[src/rtl/kyber_stream_pkg.sv]
// Shared types and constants for the Kyber byte/bit streaming blocks.
// Provides: the stream FSM state enum, the default frame length, and an
// elaboration-time legality check for the output group width.
package kyber_stream_pkg;

  typedef enum logic {
    IDLE = 1'b0,
    RUN  = 1'b1
  } state_t;

  localparam int DEFAULT_BYTE_LENGTH = 32;

  // Group width must be 1..8 and must tile the frame exactly.
  function automatic bit out_w_legal(input int out_w, input int byte_length);
    return (out_w >= 1) && (out_w <= 8) && (byte_length >= 1) &&
           (((8 * byte_length) % out_w) == 0);
  endfunction

endpackage

[src/rtl/bytes_to_bits_stream_if.sv]
// Byte-in / bit-group-out streaming bus with valid/ready on both sides.
// in_byte/in_valid/in_ready: byte sink; out_bits/out_valid/out_ready/out_last:
// group source. slave = the converter, master = the producer/consumer side.
interface bytes_to_bits_stream_if #(
  parameter int OUT_W = 1
) ();

  logic [7:0]       in_byte;
  logic             in_valid;
  logic             in_ready;
  logic [OUT_W-1:0] out_bits;
  logic             out_valid;
  logic             out_ready;
  logic             out_last;

  modport slave (
    input  in_byte, in_valid, out_ready,
    output in_ready, out_bits, out_valid, out_last
  );

  modport master (
    output in_byte, in_valid, out_ready,
    input  in_ready, out_bits, out_valid, out_last
  );

endinterface

[src/rtl/bytes_to_bits_stream_bit_accumulator.sv]
// 16-bit LSB-first bit accumulator: shift out OUT_W bits, then insert a byte at cnt.
// Latency: an inserted byte is visible on out_bits the cycle after insertion.
// Backpressure: none internally; the caller gates in_fire (cnt <= 8) and out_fire (cnt >= OUT_W).
// Ports: clk, rst_n, clear (synchronous flush), in_fire/in_byte, out_fire,
//        out_bits (low OUT_W bits of acc), cnt (number of valid bits, 0..16).
module bit_accumulator #(
  parameter int OUT_W = 1
) (
  input  logic             clk,
  input  logic             rst_n,
  input  logic             clear,
  input  logic             in_fire,
  input  logic [7:0]       in_byte,
  input  logic             out_fire,
  output logic [OUT_W-1:0] out_bits,
  output logic [4:0]       cnt
);

  localparam logic [4:0] W5 = 5'(OUT_W);

  logic [15:0] acc;
  logic [15:0] acc_s;
  logic [15:0] acc_n;
  logic [4:0]  cnt_s;
  logic [4:0]  cnt_n;

  // Shift first, then insert at the post-shift fill level, so a byte taken in
  // the same cycle as a group lands directly behind the surviving bits.
  always_comb begin
    acc_s = acc;
    cnt_s = cnt;
    if (out_fire) begin
      acc_s = acc >> OUT_W;
      cnt_s = cnt - W5;
    end
    acc_n = acc_s;
    cnt_n = cnt_s;
    if (in_fire) begin
      acc_n = (acc_s & ~(16'h00FF << cnt_s)) | ({8'h00, in_byte} << cnt_s);
      cnt_n = cnt_s + 5'd8;
    end
  end

  always_ff @(posedge clk or negedge rst_n) begin
    if (!rst_n) begin
      acc <= '0;
      cnt <= '0;
    end else if (clear) begin
      acc <= '0;
      cnt <= '0;
    end else begin
      acc <= acc_n;
      cnt <= cnt_n;
    end
  end

  assign out_bits = acc[OUT_W-1:0];

endmodule

[src/rtl/bytes_to_bits_stream.sv]
// Converts a BYTE_LENGTH-byte frame into an LSB-first stream of OUT_W-bit groups.
// Latency: start -> in_ready next cycle; first group one cycle after the first byte.
// Backpressure: in_ready/out_valid decode registered state only; bytes stall while cnt > 8.
// Ports: clk, rst_n (async, active-low), start (opens a frame in IDLE),
//        busy (in RUN), done (pulse after the last group), bus (byte in / group out).
module bytes_to_bits_stream
  import kyber_stream_pkg::*;
#(
  parameter int BYTE_LENGTH = DEFAULT_BYTE_LENGTH,
  parameter int OUT_W       = 1
) (
  input  logic                  clk,
  input  logic                  rst_n,
  input  logic                  start,
  output logic                  busy,
  output logic                  done,
  bytes_to_bits_stream_if.slave bus
);

  localparam int N_GROUPS = (8 * BYTE_LENGTH) / OUT_W;
  localparam int BR_W     = $clog2(BYTE_LENGTH + 1);
  localparam int GS_W     = $clog2(N_GROUPS + 1);

  localparam logic [BR_W-1:0] BR_MAX  = BR_W'(BYTE_LENGTH);
  localparam logic [GS_W-1:0] GS_LAST = GS_W'(N_GROUPS - 1);
  localparam logic [4:0]      W5      = 5'(OUT_W);

  if (!out_w_legal(OUT_W, BYTE_LENGTH)) begin : g_bad_params
    $error("bytes_to_bits_stream: illegal OUT_W/BYTE_LENGTH combination");
  end

  state_t          state;
  logic [BR_W-1:0] bytes_rcvd;
  logic [GS_W-1:0] groups_sent;
  logic            done_q;

  logic [4:0]      cnt;
  logic            in_fire;
  logic            out_fire;
  logic            last_grp;
  logic            clear;

  assign busy          = (state == RUN);
  assign bus.in_ready  = busy && (bytes_rcvd < BR_MAX) && (cnt <= 5'd8);
  assign bus.out_valid = busy && (cnt >= W5);
  assign last_grp      = bus.out_valid && (groups_sent == GS_LAST);
  assign bus.out_last  = last_grp;
  assign done          = done_q;

  assign in_fire  = bus.in_valid && bus.in_ready;
  assign out_fire = bus.out_valid && bus.out_ready;
  assign clear    = (state == IDLE) && start;

  bit_accumulator #(
    .OUT_W (OUT_W)
  ) u_acc (
    .clk      (clk),
    .rst_n    (rst_n),
    .clear    (clear),
    .in_fire  (in_fire),
    .in_byte  (bus.in_byte),
    .out_fire (out_fire),
    .out_bits (bus.out_bits),
    .cnt      (cnt)
  );

  always_ff @(posedge clk or negedge rst_n) begin
    if (!rst_n) begin
      state       <= IDLE;
      bytes_rcvd  <= '0;
      groups_sent <= '0;
      done_q      <= 1'b0;
    end else begin
      done_q <= 1'b0;
      case (state)
        IDLE: begin
          if (start) begin
            state       <= RUN;
            bytes_rcvd  <= '0;
            groups_sent <= '0;
          end
        end
        RUN: begin
          // start is deliberately ignored here: a frame cannot be restarted.
          if (in_fire) bytes_rcvd <= bytes_rcvd + BR_W'(1);
          if (out_fire) begin
            groups_sent <= groups_sent + GS_W'(1);
            if (last_grp) begin
              state  <= IDLE;
              done_q <= 1'b1;
            end
          end
        end
        default: state <= IDLE;
      endcase
    end
  end

endmodule

[src/flat_wrapper.sv]
// flat-port wrapper written by rule: the top's interface ports become plain ports
module bytes_to_bits_stream_flat import kyber_stream_pkg::*;
#(
  parameter int BYTE_LENGTH = DEFAULT_BYTE_LENGTH,
  parameter int OUT_W       = 1
)
  (clk, rst_n, start, busy, done, bus_in_byte, bus_in_valid, bus_out_ready, bus_in_ready, bus_out_bits, bus_out_valid, bus_out_last);
  bytes_to_bits_stream_if #(.OUT_W(OUT_W)) bus_i ();
  input  logic clk;
  input  logic rst_n;
  input  logic start;
  output logic busy;
  output logic done;
  input wire logic [$bits(bus_i.in_byte)-1:0] bus_in_byte;
  input wire logic [$bits(bus_i.in_valid)-1:0] bus_in_valid;
  input wire logic [$bits(bus_i.out_ready)-1:0] bus_out_ready;
  output wire logic [$bits(bus_i.in_ready)-1:0] bus_in_ready;
  output wire logic [$bits(bus_i.out_bits)-1:0] bus_out_bits;
  output wire logic [$bits(bus_i.out_valid)-1:0] bus_out_valid;
  output wire logic [$bits(bus_i.out_last)-1:0] bus_out_last;
  assign bus_i.in_byte = bus_in_byte;
  assign bus_i.in_valid = bus_in_valid;
  assign bus_i.out_ready = bus_out_ready;
  assign bus_in_ready = bus_i.in_ready;
  assign bus_out_bits = bus_i.out_bits;
  assign bus_out_valid = bus_i.out_valid;
  assign bus_out_last = bus_i.out_last;
  bytes_to_bits_stream #(.BYTE_LENGTH(BYTE_LENGTH), .OUT_W(OUT_W)) u_core (.clk(clk), .rst_n(rst_n), .start(start), .busy(busy), .done(done), .bus(bus_i));
endmodule
[config.mk]
export PLATFORM = sky130hd
export DESIGN_NAME = bytes_to_bits_stream_flat
export DESIGN_NICKNAME = d
export VERILOG_FILES = /design/src/rtl/kyber_stream_pkg.sv /design/src/rtl/bytes_to_bits_stream_if.sv /design/src/rtl/bytes_to_bits_stream_bit_accumulator.sv /design/src/rtl/bytes_to_bits_stream.sv /design/src/flat_wrapper.sv
export SDC_FILE = /design/constraint.sdc
export NUM_CORES = 1
export LEC_CHECK = 0
export BUFFER_PORTS_ARGS = -buffer_cell sky130_fd_sc_hd__buf_4
export CAP_MARGIN = 15
export CELL_PAD_IN_SITES_DETAIL_PLACEMENT = 0
export CELL_PAD_IN_SITES_GLOBAL_PLACEMENT = 1
export CORE_ASPECT_RATIO = 0.6
export CORE_MARGIN = 1
export CORE_UTILIZATION = 47
export DETAILED_ROUTE_END_ITERATION = 12
export PLACE_DENSITY = 0.93
export REMOVE_ABC_BUFFERS = 1
export SYNTH_ARGS = -nofsm -noshare
export SYNTH_HDL_FRONTEND = slang
export SYNTH_SLANG_ARGS = --single-unit
[constraint.sdc]
create_clock -name clk -period 5.6 [get_ports clk]
set_input_delay 0.56 -clock clk [delete_from_list [all_inputs] [get_ports clk]]
set_output_delay 0.56 -clock clk [all_outputs]
set_load 0.1 [all_outputs]
# ---- Word level (Yosys, flattened, before mapping)
# Index checks and enable logic that the tools add are counted.
dict set report totals {
  register_bits 38
  latchBits 0
  ramBits 0
  romBits 0
  input_bits 13
  word_cells 51
  memories 0
}
dict set report op_classes {
  n_addsub 4
  n_mul 0
  div_mod_pow 0
  n_lt_le_gt_ge 3
  n_eq_ne 4
  n_shift 2
  muxes 19
  n_bitwise 4
  n_reduce_logical 9
}
# op count
set op_table {}
lappend op_table {{$mux W16} 3}
lappend op_table {{$mux W9} 2}
lappend op_table {{$pmux W9 S2} 1}
lappend op_table {{$and A16 B16 Y16} 1}
lappend op_table {{$not A16 Y16} 1}
lappend op_table {{$or A16 B16 Y16} 1}
lappend op_table {{$shl A8 B5 Y16} 1}
lappend op_table {{$shl A8 B5 Y16 const A} 1}
lappend op_table {{$mux W5} 3}
lappend op_table {{$mux W6} 2}
lappend op_table {{$pmux W6 S2} 1}
lappend op_table {{$add A9 B1 Y9 const B} 1}
lappend op_table {{$eq A9 B8 Y1 const B} 1}
lappend op_table {{$logic_and A1 B1 Y1} 7}
lappend op_table {{$add A6 B1 Y6 const B} 1}
lappend op_table {{$lt A6 B6 Y1 const B} 1}
lappend op_table {{$mux W1} 6}
lappend op_table {{$ne A2 B2 Y1 const B} 3}
lappend op_table {{$add A5 B4 Y5 const B} 1}
lappend op_table {{$ge A5 B1 Y1 const B} 1}
lappend op_table {{$le A5 B4 Y1 const B} 1}
lappend op_table {{$sub A5 B1 Y5 const B} 1}
lappend op_table {{$reduce_and A2 Y1} 2}
lappend op_table {{$pmux W1 S2} 1}
lappend op_table {{$not A1 Y1} 1}

# ---- Longest topological paths before layout
# Gate-level depths: netlist of run 1.
dict set report depth {
  depth_word 10
  depth_mapped 11
  ltp_nobuf 9
}

# ---- By module
# Synthesis of run 1 repeated with hierarchy kept, for this count alone.
dict set report hier_totals {
  cells_unflattened 286
  area_unflattened_um2 2603.7
}
# module n_inst cells_each area_each_um2 seq_area_each_um2
set by_module_without_submodules {}
lappend by_module_without_submodules {bit_accumulator 1 195 1727.9 525.5}
lappend by_module_without_submodules {bytes_to_bits_stream 1 91 875.8 425.4}

# ---- Worst setup path after synthesis of run 1
# No wires, ideal clock.
dict set report synth_timing {
  path_kind {reg-to-output}
  startpoint {register u_core.state (netlist: u_core.busy)}
  endpoint {output port bus_out_valid}
  t_arrival_ns 2.622
  required_ns 5.040
  slack_ns 2.418
  stages_incl_launch_ff 4
  path_buffers 1
  path_cell_list {dfrtp_1 buf_2 inv_1 nor2_1}
}
dict set report synth_via {
  elab_chain_cells 1
}
# item line
set synth_lines {}
lappend synth_lines {{start, declared} bytes_to_bits_stream.sv:32} ;# state_t state;
lappend synth_lines {{start signal, assigned} bytes_to_bits_stream.sv:69} ;# state <= IDLE;
lappend synth_lines {{start signal, assigned} bytes_to_bits_stream.sv:78} ;# state <= RUN;
lappend synth_lines {{start signal, assigned} bytes_to_bits_stream.sv:89} ;# state <= IDLE;
lappend synth_lines {{$logic_and A1 B1 Y1} bytes_to_bits_stream.sv:45} ;# assign bus.out_valid = busy && (cnt >= W5);
lappend synth_lines {{end, declared} flat_wrapper.sv:19} ;# output wire logic [$bits(bus_i.out_valid)-1:0] bus_out_valid;
# Every way passes these cells.

# ---- Final worst setup path of run 1
dict set report layout_timing {
  startpoint {register u_core.u_acc.cnt[0]}
  endpoint {register u_core.u_acc.acc[10]}
}
dict set report layout_via {
  elab_chain_cells 10
}
# item line
set layout_lines {}
lappend layout_lines {{start, declared} bytes_to_bits_stream_bit_accumulator.sv:16} ;# output logic [4:0] cnt
lappend layout_lines {{start signal, assigned} bytes_to_bits_stream_bit_accumulator.sv:53} ;# cnt <= cnt_n;
lappend layout_lines {{$ge A5 B1 Y1} bytes_to_bits_stream.sv:45}
lappend layout_lines {{$logic_and A1 B1 Y1} bytes_to_bits_stream.sv:45}
lappend layout_lines {{$logic_and A1 B1 Y1} bytes_to_bits_stream.sv:51} ;# assign out_fire = bus.out_valid && bus.out_ready;
lappend layout_lines {{$mux W5} bytes_to_bits_stream_bit_accumulator.sv:32} ;# if (out_fire) begin
lappend layout_lines {{$shl A8 B5 Y16} bytes_to_bits_stream_bit_accumulator.sv:39} ;# acc_n = (acc_s & ~(16'h00FF << cnt_s)) | ({8'h00, in_byte} << cnt_s);
lappend layout_lines {{$not A16 Y16} bytes_to_bits_stream_bit_accumulator.sv:39}
lappend layout_lines {{$and A16 B16 Y16} bytes_to_bits_stream_bit_accumulator.sv:39}
lappend layout_lines {{$or A16 B16 Y16} bytes_to_bits_stream_bit_accumulator.sv:39}
lappend layout_lines {{$mux W16 (*)} bytes_to_bits_stream_bit_accumulator.sv:38} ;# if (in_fire) begin
lappend layout_lines {{$mux W16 (*)} bytes_to_bits_stream_bit_accumulator.sv:48} ;# end else if (clear) begin
lappend layout_lines {{end signal, assigned} bytes_to_bits_stream_bit_accumulator.sv:52} ;# acc <= acc_n;
lappend layout_lines {{end, declared} bytes_to_bits_stream_bit_accumulator.sv:21} ;# logic [15:0] acc;
# Mark *: on every way between the ends. The rest lies on a longest branch, timed or not.
# A chain may end at the register's enable or synchronous reset.

==> impl_results.md, run 1 <==
- Post-route clock period utilization: 0.534
- Max Buffers Root-to-Sink: 2
- DP Area: 2800 um^2
- Pins Over Slew Limit: 0
- Required @ worst endpoint: 5780 ps
- Worst-Margin Slew: 826 ps
- Seq pwr share: 0.281
- CP max FO: 11
- Nets: 336
- Die outline height: approximately 60 um
- P_leak: between 1 and 1.5 nW
- Metal-1 WL: between 3 and 4 mm
- Post-cts resize count: 0
- Max frequency: 335 MHz
- WL/cell: 18.6 um
- Num CTS Buffers: 5
- Final instance area: 2910 um^2
- Yosys warnings: 0
- Slowest cell on the critical path: or4_4
- DP Worst Slack: 2660 ps
- Hold_buf cts: 0
- CTS tree: done
- Core area: 5260 um^2
- Combinational share of power: 0.579
- Number of global-route vias before repair: 2206
- Finished Layout Cells: 381
- Highest metal used: met4
- N_diodes: 0
- Internal Power: 0.895 mW
- IO buf count: 18
- Fin. Hold Viols: 0
- Yosys reg bits: 38
- FILL cells: 483
- CP cell instances: ha_1 -> or4_4 -> o22ai_2 -> nor2_4 -> a222oi_1 -> nor2_1 -> or3_1
- TritonCTS Sinks: 38
- Hold WC Path Type: in -> async
- Fin worst setup slack: between 2000 and 3000 ps
- CP Class: reg -> reg
- Starting Density: 0.507
- Post-synth EDFFs: 0
- First-pass GRT wire length: 11.8 mm
- PwrDens: around 600 nW/um^2
- Fin Setup TNS: 0 ps
- Post-Route Utilization: 0.555
- Clock Power Share: 0.140
- Total chip power: 1.75 mW
- Arr. time, crit path: 3170 ps
- Hpwl dp: 5.07 mm
- Most used DFF post-synth: dfrtp_1
- Layout area overhead: 9.39%
- Share of cells above drive strength 1: 0.156
- Total grt overflow: 0
- Largest net degree at the start of global routing: 39
- Worst VDD drop: 244 uV
- Die width: 99.2 um
- Routability congestion estimate: 0.882
- TritonRoute pass-1 iters: 5
- DRC viols: 0
- Unrepaired setup endpoints after global routing: false
- Crit. End Element: flop
- Synth unique cells: 63
- Net Sw Frac: 0.488
- Clock Skew: about 8.4 ps
- Total setup buffers inserted after CTS: 0
- Via count: 2433
- Die area: 5980 um^2
- Final ANT Viol Nets: 0
- DR vias/cell: about 6.4
- Max-Cap Viols: 0
- Placed instance count: about 370
- CTS root buffer: clkbuf_8
- Syn Std Cell Area: approximately 2700 um^2
- Site Rows: 20
- CP delay by family, top: simple AND/OR/NAND/NOR gates
- Clk slew on worst S/H paths: 80 ps
- Worst-Skew Late Latency: around 300 ps
- Met3 Wirelength: 702 um
- NetSw: between 0.8 and 0.9 mW
- Post-Syn Area per Cell: 8.68 um^2
- Routed WL: around 7.1 mm
- Seq/Total Area, Yosys: 0.357
- Initial antenna violation count: 0
- Worst path bufs/invs: 0
- Final hold slack: roughly 220 ps
- H-tree depth: 2
- I/O pins: 19
- Status: complete, no violations
- Worst rel slew slack: 0.446
- Cells after Synth: 307
- Crit path largest cell delay: 580 ps
- Ys async rst share: 1.00
- Total Routing Usage GR: 0.260
- DRT iter0 DRCs: between 200 and 300
- Met2 routed WL: 2.69 mm
- Final setup vio count: 0
- Critical Path Start Type: flop
- Tmin final: 2990 ps
-- power groups by stage --
stage,sequential (mW),combinational (mW),clock (mW)
floorplan,0.489,0.738,0
global placement,0.489,0.981,0
detailed placement,0.490,0.983,0
CTS,0.486,0.987,0.250
global route,0.505,1.11,0.257
finish,0.492,1.01,0.245
-- cell usage after synthesis, types with 6 or more instances --
cell type,number,share of area
clkbuf_1,8,0.011
nand4_1,6,0.014
nor3_1,9,0.017
or3_1,6,0.014
nand2_1,34,0.048
xor2_1,7,0.023
ha_1,8,0.038
mux2i_1,12,0.045
dfrtp_1,38,0.36
nor2_1,34,0.048
o21ai_0,18,0.034
nand3_1,12,0.023
a21oi_1,10,0.019
buf_2,6,0.011
-- flip-flops by register name, summed over array words and instances (netlist names) --
name,cells
u_core.done,1
u_core.u_acc.acc,16
u_core.busy,1
u_core.u_acc.cnt,5
u_core.groups_sent,9
u_core.bytes_rcvd,6
-- routing by layer --
metal | up-vias | global-route usage
met4 | 0 | 0.0504
li1 | 1159 | -
met2 | 103 | 0.341
met1 | 1164 | 0.411
met5 | - | 0
met3 | 7 | 0.0795
-- worst reg2reg max path, stage by stage (launching register included) --
cell      delay [ps]
dfrtp_1          480
ha_1             280
or4_4            580
o22ai_2          520
nor2_4            60
a222oi_1         490
nor2_1            90
or3_1            370
-- cell usage in the layout (no fill, tap or decap), drive strengths merged, types with 5 or more instances in the layout --
cell type and instances:
mux2i 12, mux2 5, clkbuf 6, nor3 9
nor2 36, o21ai 20, or3 7, xor2 7
nand4 6, dfrtp 38, a21oi 11, nand2 35
ha 8, buf 20, inv 6, nand3 12
o22ai 6
-- logic make-up after synthesis --
group,after synthesis,share of synthesized area
compound gates,80,0.219
mux,17,0.0662
xor+xnor,10,0.0329
simple gates,129,0.241
flops,38,0.357
fa+ha+maj,8,0.0376
buf+inv,25,0.0465
-- layout make-up --
type | instances | area (um^2) | share of cell area
clock buffer | 6 | 82.6 | 0.0283
clock inverter | 1 | 30.0 | 0.0103
inverter | 6 | 22.5 | 0.00773
multi-input combinational | 244 | 1600 | 0.547
sequential | 38 | 951 | 0.326
tap | 66 | 82.6 | 0.0283
timing repair buffer | 20 | 150 | 0.0515
-- path summary, 6_finish.rpt --
| check | startpoint | endpoint | slack, ps | depth (start not counted) |
|---|---|---|---|---|
| worst min register to register | u_core.groups_sent[8]$_DFFE_PN0P_ | u_core.groups_sent[8]$_DFFE_PN0P_ | 510 | 2 |
| min in group clk | u_core.groups_sent[8]$_DFFE_PN0P_ | u_core.groups_sent[8]$_DFFE_PN0P_ | 510 | 2 |
| max in group asynchronous | rst_n | u_core.groups_sent[8]$_DFFE_PN0P_ | 5000 | 1 |
| worst min-delay path | rst_n | u_core.u_acc.cnt[1]$_DFF_PN0_ | 220 | 1 |
| worst max-delay path | u_core.u_acc.cnt[0]$_DFF_PN0_ | u_core.u_acc.acc[10]$_DFF_PN0_ | 2610 | 7 |
| worst max register to register | u_core.u_acc.cnt[0]$_DFF_PN0_ | u_core.u_acc.acc[10]$_DFF_PN0_ | 2610 | 7 |
No activity file was read; power rests on OpenSTA's default activity.
==> run 2: changes to the inputs <==
--- a/config.mk
+++ b/config.mk
@@ -11,9 +11,9 @@
 export CELL_PAD_IN_SITES_GLOBAL_PLACEMENT = 1
 export CORE_ASPECT_RATIO = 0.6
 export CORE_MARGIN = 1
-export CORE_UTILIZATION = 47
+export CORE_UTILIZATION = 42
 export DETAILED_ROUTE_END_ITERATION = 12
-export PLACE_DENSITY = 0.93
+export PLACE_DENSITY = 0.88
 export REMOVE_ABC_BUFFERS = 1
 export SYNTH_ARGS = -nofsm -noshare
 export SYNTH_HDL_FRONTEND = slang
==> constraint.sdc (replaced) <==
create_clock -name clk -period 2.66 [get_ports clk]
set_input_delay 0.266 -clock clk [delete_from_list [all_inputs] [get_ports clk]]
set_output_delay 0.266 -clock clk [all_outputs]
set_load 0.1 [all_outputs]
==> run 2 against run 1 <==
  * Clock power grew 110%
  * Wire length grew 12%
  * Largest power group unchanged
  * Clock skew shrank 2.1 ps
  * Count of clock-buffer cells in the layout is the same
  * Highest routed layer unchanged
  * Sequential share of layout area shrank 2.9 points
  * Critical endpoint is now u_core.u_acc.acc[6]$_DFF_PN0_
  * Fmax grew 14%
==> impl_results.md, run 2 (synthesis results as in run 1) <==
- Largest regs: u_core.u_acc.acc (16), u_core.groups_sent (9), u_core.bytes_rcvd (6)
- PwrDens: 1280 nW/um^2 (+110%)
- Site Rows: 22 (+10%)
- Fin Setup TNS: 0 ps (unchanged)
- Die area: 6680 um^2 (+12%)
- Final instance area: 3210 um^2 (+10%)
- Pins Over Slew Limit: 0 (unchanged)
- DRT iter0 DRCs: 203 (-25%)
- Initial antenna violation count: 0 (unchanged)
- Worst-Skew Late Latency: 290 ps (about the same)
- CTS root buffer: clkbuf_8
- Crit path largest cell delay: 530 ps (-50 ps)
- Commonest cells after routing, fill and taps aside: buf_4, dfrtp_1, nand2_1, nor2_1, o21ai_0
- DRC viols: 0 (unchanged)
- Clock Skew: 6.30 ps (-2.05 ps)
- Arr. time, crit path: 2830 ps (-340 ps)
- CP cell instances: buf_4 -> or3_1 -> or4_1 -> nand2_2 -> inv_2 -> nand2_1 -> buf_4 -> o221ai_1 -> o22ai_1
- Share of cells above drive strength 1: 0.249 (+0.0937)
- CP Class: reg -> reg
- Max frequency: 381 MHz (+14%)
- Worst VDD drop: 528 uV (+120%)
- Clk slew on worst S/H paths: 80 ps (about the same)
- Largest register FFs: 16 (unchanged)
- CTS tree: done
- Critical Path Start Type: flop
- Required @ worst endpoint: 2860 ps (-2920 ps)
- Max-Cap Viols: 0 (unchanged)
- Biggest register: u_core.u_acc.acc
- Total grt overflow: 0 (unchanged)
- Max Buffers Root-to-Sink: 2 (unchanged)
- Final ANT Viol Nets: 0 (unchanged)
- Post-route clock period utilization: 0.987 (+0.453)
- First-pass GRT wire length: 12.6 mm (+6.8%)
- Slowest cell on the critical path: or4_1
- Total Routing Usage GR: 0.244 (-0.0163)
- Hpwl dp: 5.75 mm (+14%)
- CP max FO: 12 (+1)
- P_leak: 1.40 nW (+11%)
- TritonRoute pass-1 iters: 5 (unchanged)
- Final setup vio count: 0 (unchanged)
- Starting Density: 0.436 (-0.0710)
- Status: complete, no violations
- Worst-Margin Slew: 574 ps (-251 ps)
- Routed WL: 7.92 mm (+12%)
- IO buf count: 18 (unchanged)
- Layout area overhead: 20.3%
- Number of global-route vias before repair: 2377 (+7.8%)
- Die width: 105 um (+5.7%)
- TritonCTS Sinks: 38 (unchanged)
- Via count: 2628 (+8.0%)
- Core area: 6110 um^2 (+16%)
- Fin. Hold Viols: 0 (unchanged)
- H-tree depth: 2 (unchanged)
- Crit. End Element: flop
- N_diodes: 0 (unchanged)
- DP Area: 3000 um^2 (+7.2%)
- Largest net degree at the start of global routing: 39 (unchanged)
- Routability congestion estimate: 0.975 (+11%)
- DR vias/cell: 6.13 (-4.1%)
- Worst rel slew slack: 0.614 (+0.168)
- Cell mode on critical path: buf_4
- Hold WC Path Type: in -> reg
- Commonest non-fill, non-tap cell in the layout: buf_4
- Die outline height: 63.7 um (+5.6%)
- Num CTS Buffers: 5 (unchanged)
- Nets: 366 (+8.9%)
- WL/cell: 18.5 um (-0.67%)
- I/O pins: 19 (unchanged)
- Tmin final: 2630 ps (-364 ps)
-- run 2: layout make-up --
class                           instances  area (um^2)
Fill cell                             587         2910
Multi-Input combinational cell        244         1640
Sequential cell                        38          952
Timing Repair Buffer                   50          378
Tap cell                               84          105
Clock buffer                            6         82.6
Clock inverter                          1         30.0
Inverter                                6         22.5
-- run 2: power breakdown --
part | internal [mW] | leakage, nW | total, mW | switching, mW
combinational | 1.04 | 0.873 | 2.55 | 1.51
clock | 0.300 | 0.0573 | 0.516 | 0.216
sequential | 0.819 | 0.470 | 1.03 | 0.216
-- run 2: worst max-delay path, delay by kind of cell (launching register included) --
kind            cells  cell delay, ps
compound gates      2             280
simple gates        4            1360
flops               1             400
buf+inv             3             480
-- run 2: final timing paths --
kind                                              startpoint                                end  slack (ps)  cells after the start
min                                            bus_out_ready              u_core.done$_DFF_PN0_         300                      2
max reg2reg                    u_core.u_acc.cnt[1]$_DFF_PN0_      u_core.u_acc.acc[6]$_DFF_PN0_          30                      9
max                            u_core.u_acc.cnt[1]$_DFF_PN0_      u_core.u_acc.acc[6]$_DFF_PN0_          30                      9
min in group asynchronous                              rst_n      u_core.u_acc.cnt[1]$_DFF_PN0_         480                      2
min reg2reg                u_core.groups_sent[8]$_DFFE_PN0P_  u_core.groups_sent[8]$_DFFE_PN0P_         510                      2
max in group asynchronous                              rst_n      u_core.u_acc.cnt[0]$_DFF_PN0_        1810                      2
-- run 2: stage by stage --
stage               utilization  cells  power [mW]  hold WS, ps  setup WS, ps
global route              0.525    429        4.36          320         -59.7
finish                    0.525    429        4.10          305          34.5
detailed placement        0.492    416        3.35          276         -50.5
global placement          0.492    416        3.33          275           111
floorplan                     -    288        2.58        -29.6          -718
CTS                       0.513    425        3.91          285          24.0
-- run 2: layer usage --
metal | vias to the layer above | track usage | share of wire
met3 | 8 | 0.0756 | 0.088
li1 | 1216 | - | -
met1 | 1277 | 0.369 | 0.50
met4 | 0 | 0.0440 | 0.0096
met5 | - | 0 | 0
met2 | 127 | 0.338 | 0.40
-- run 2: what timing repair did --
| item | CTS | global route |
|---|---|---|
| endpoints found under the setup margin | 1 | 8 |
| buffers inserted | 1 | 4 |
| pin swaps | 1 | 5 |
| resized for setup | 0 | 10 |
| hold endpoints to repair | 38 | 0 |
| hold buffers | 1 | 0 |
| gates cloned | 0 | 0 |
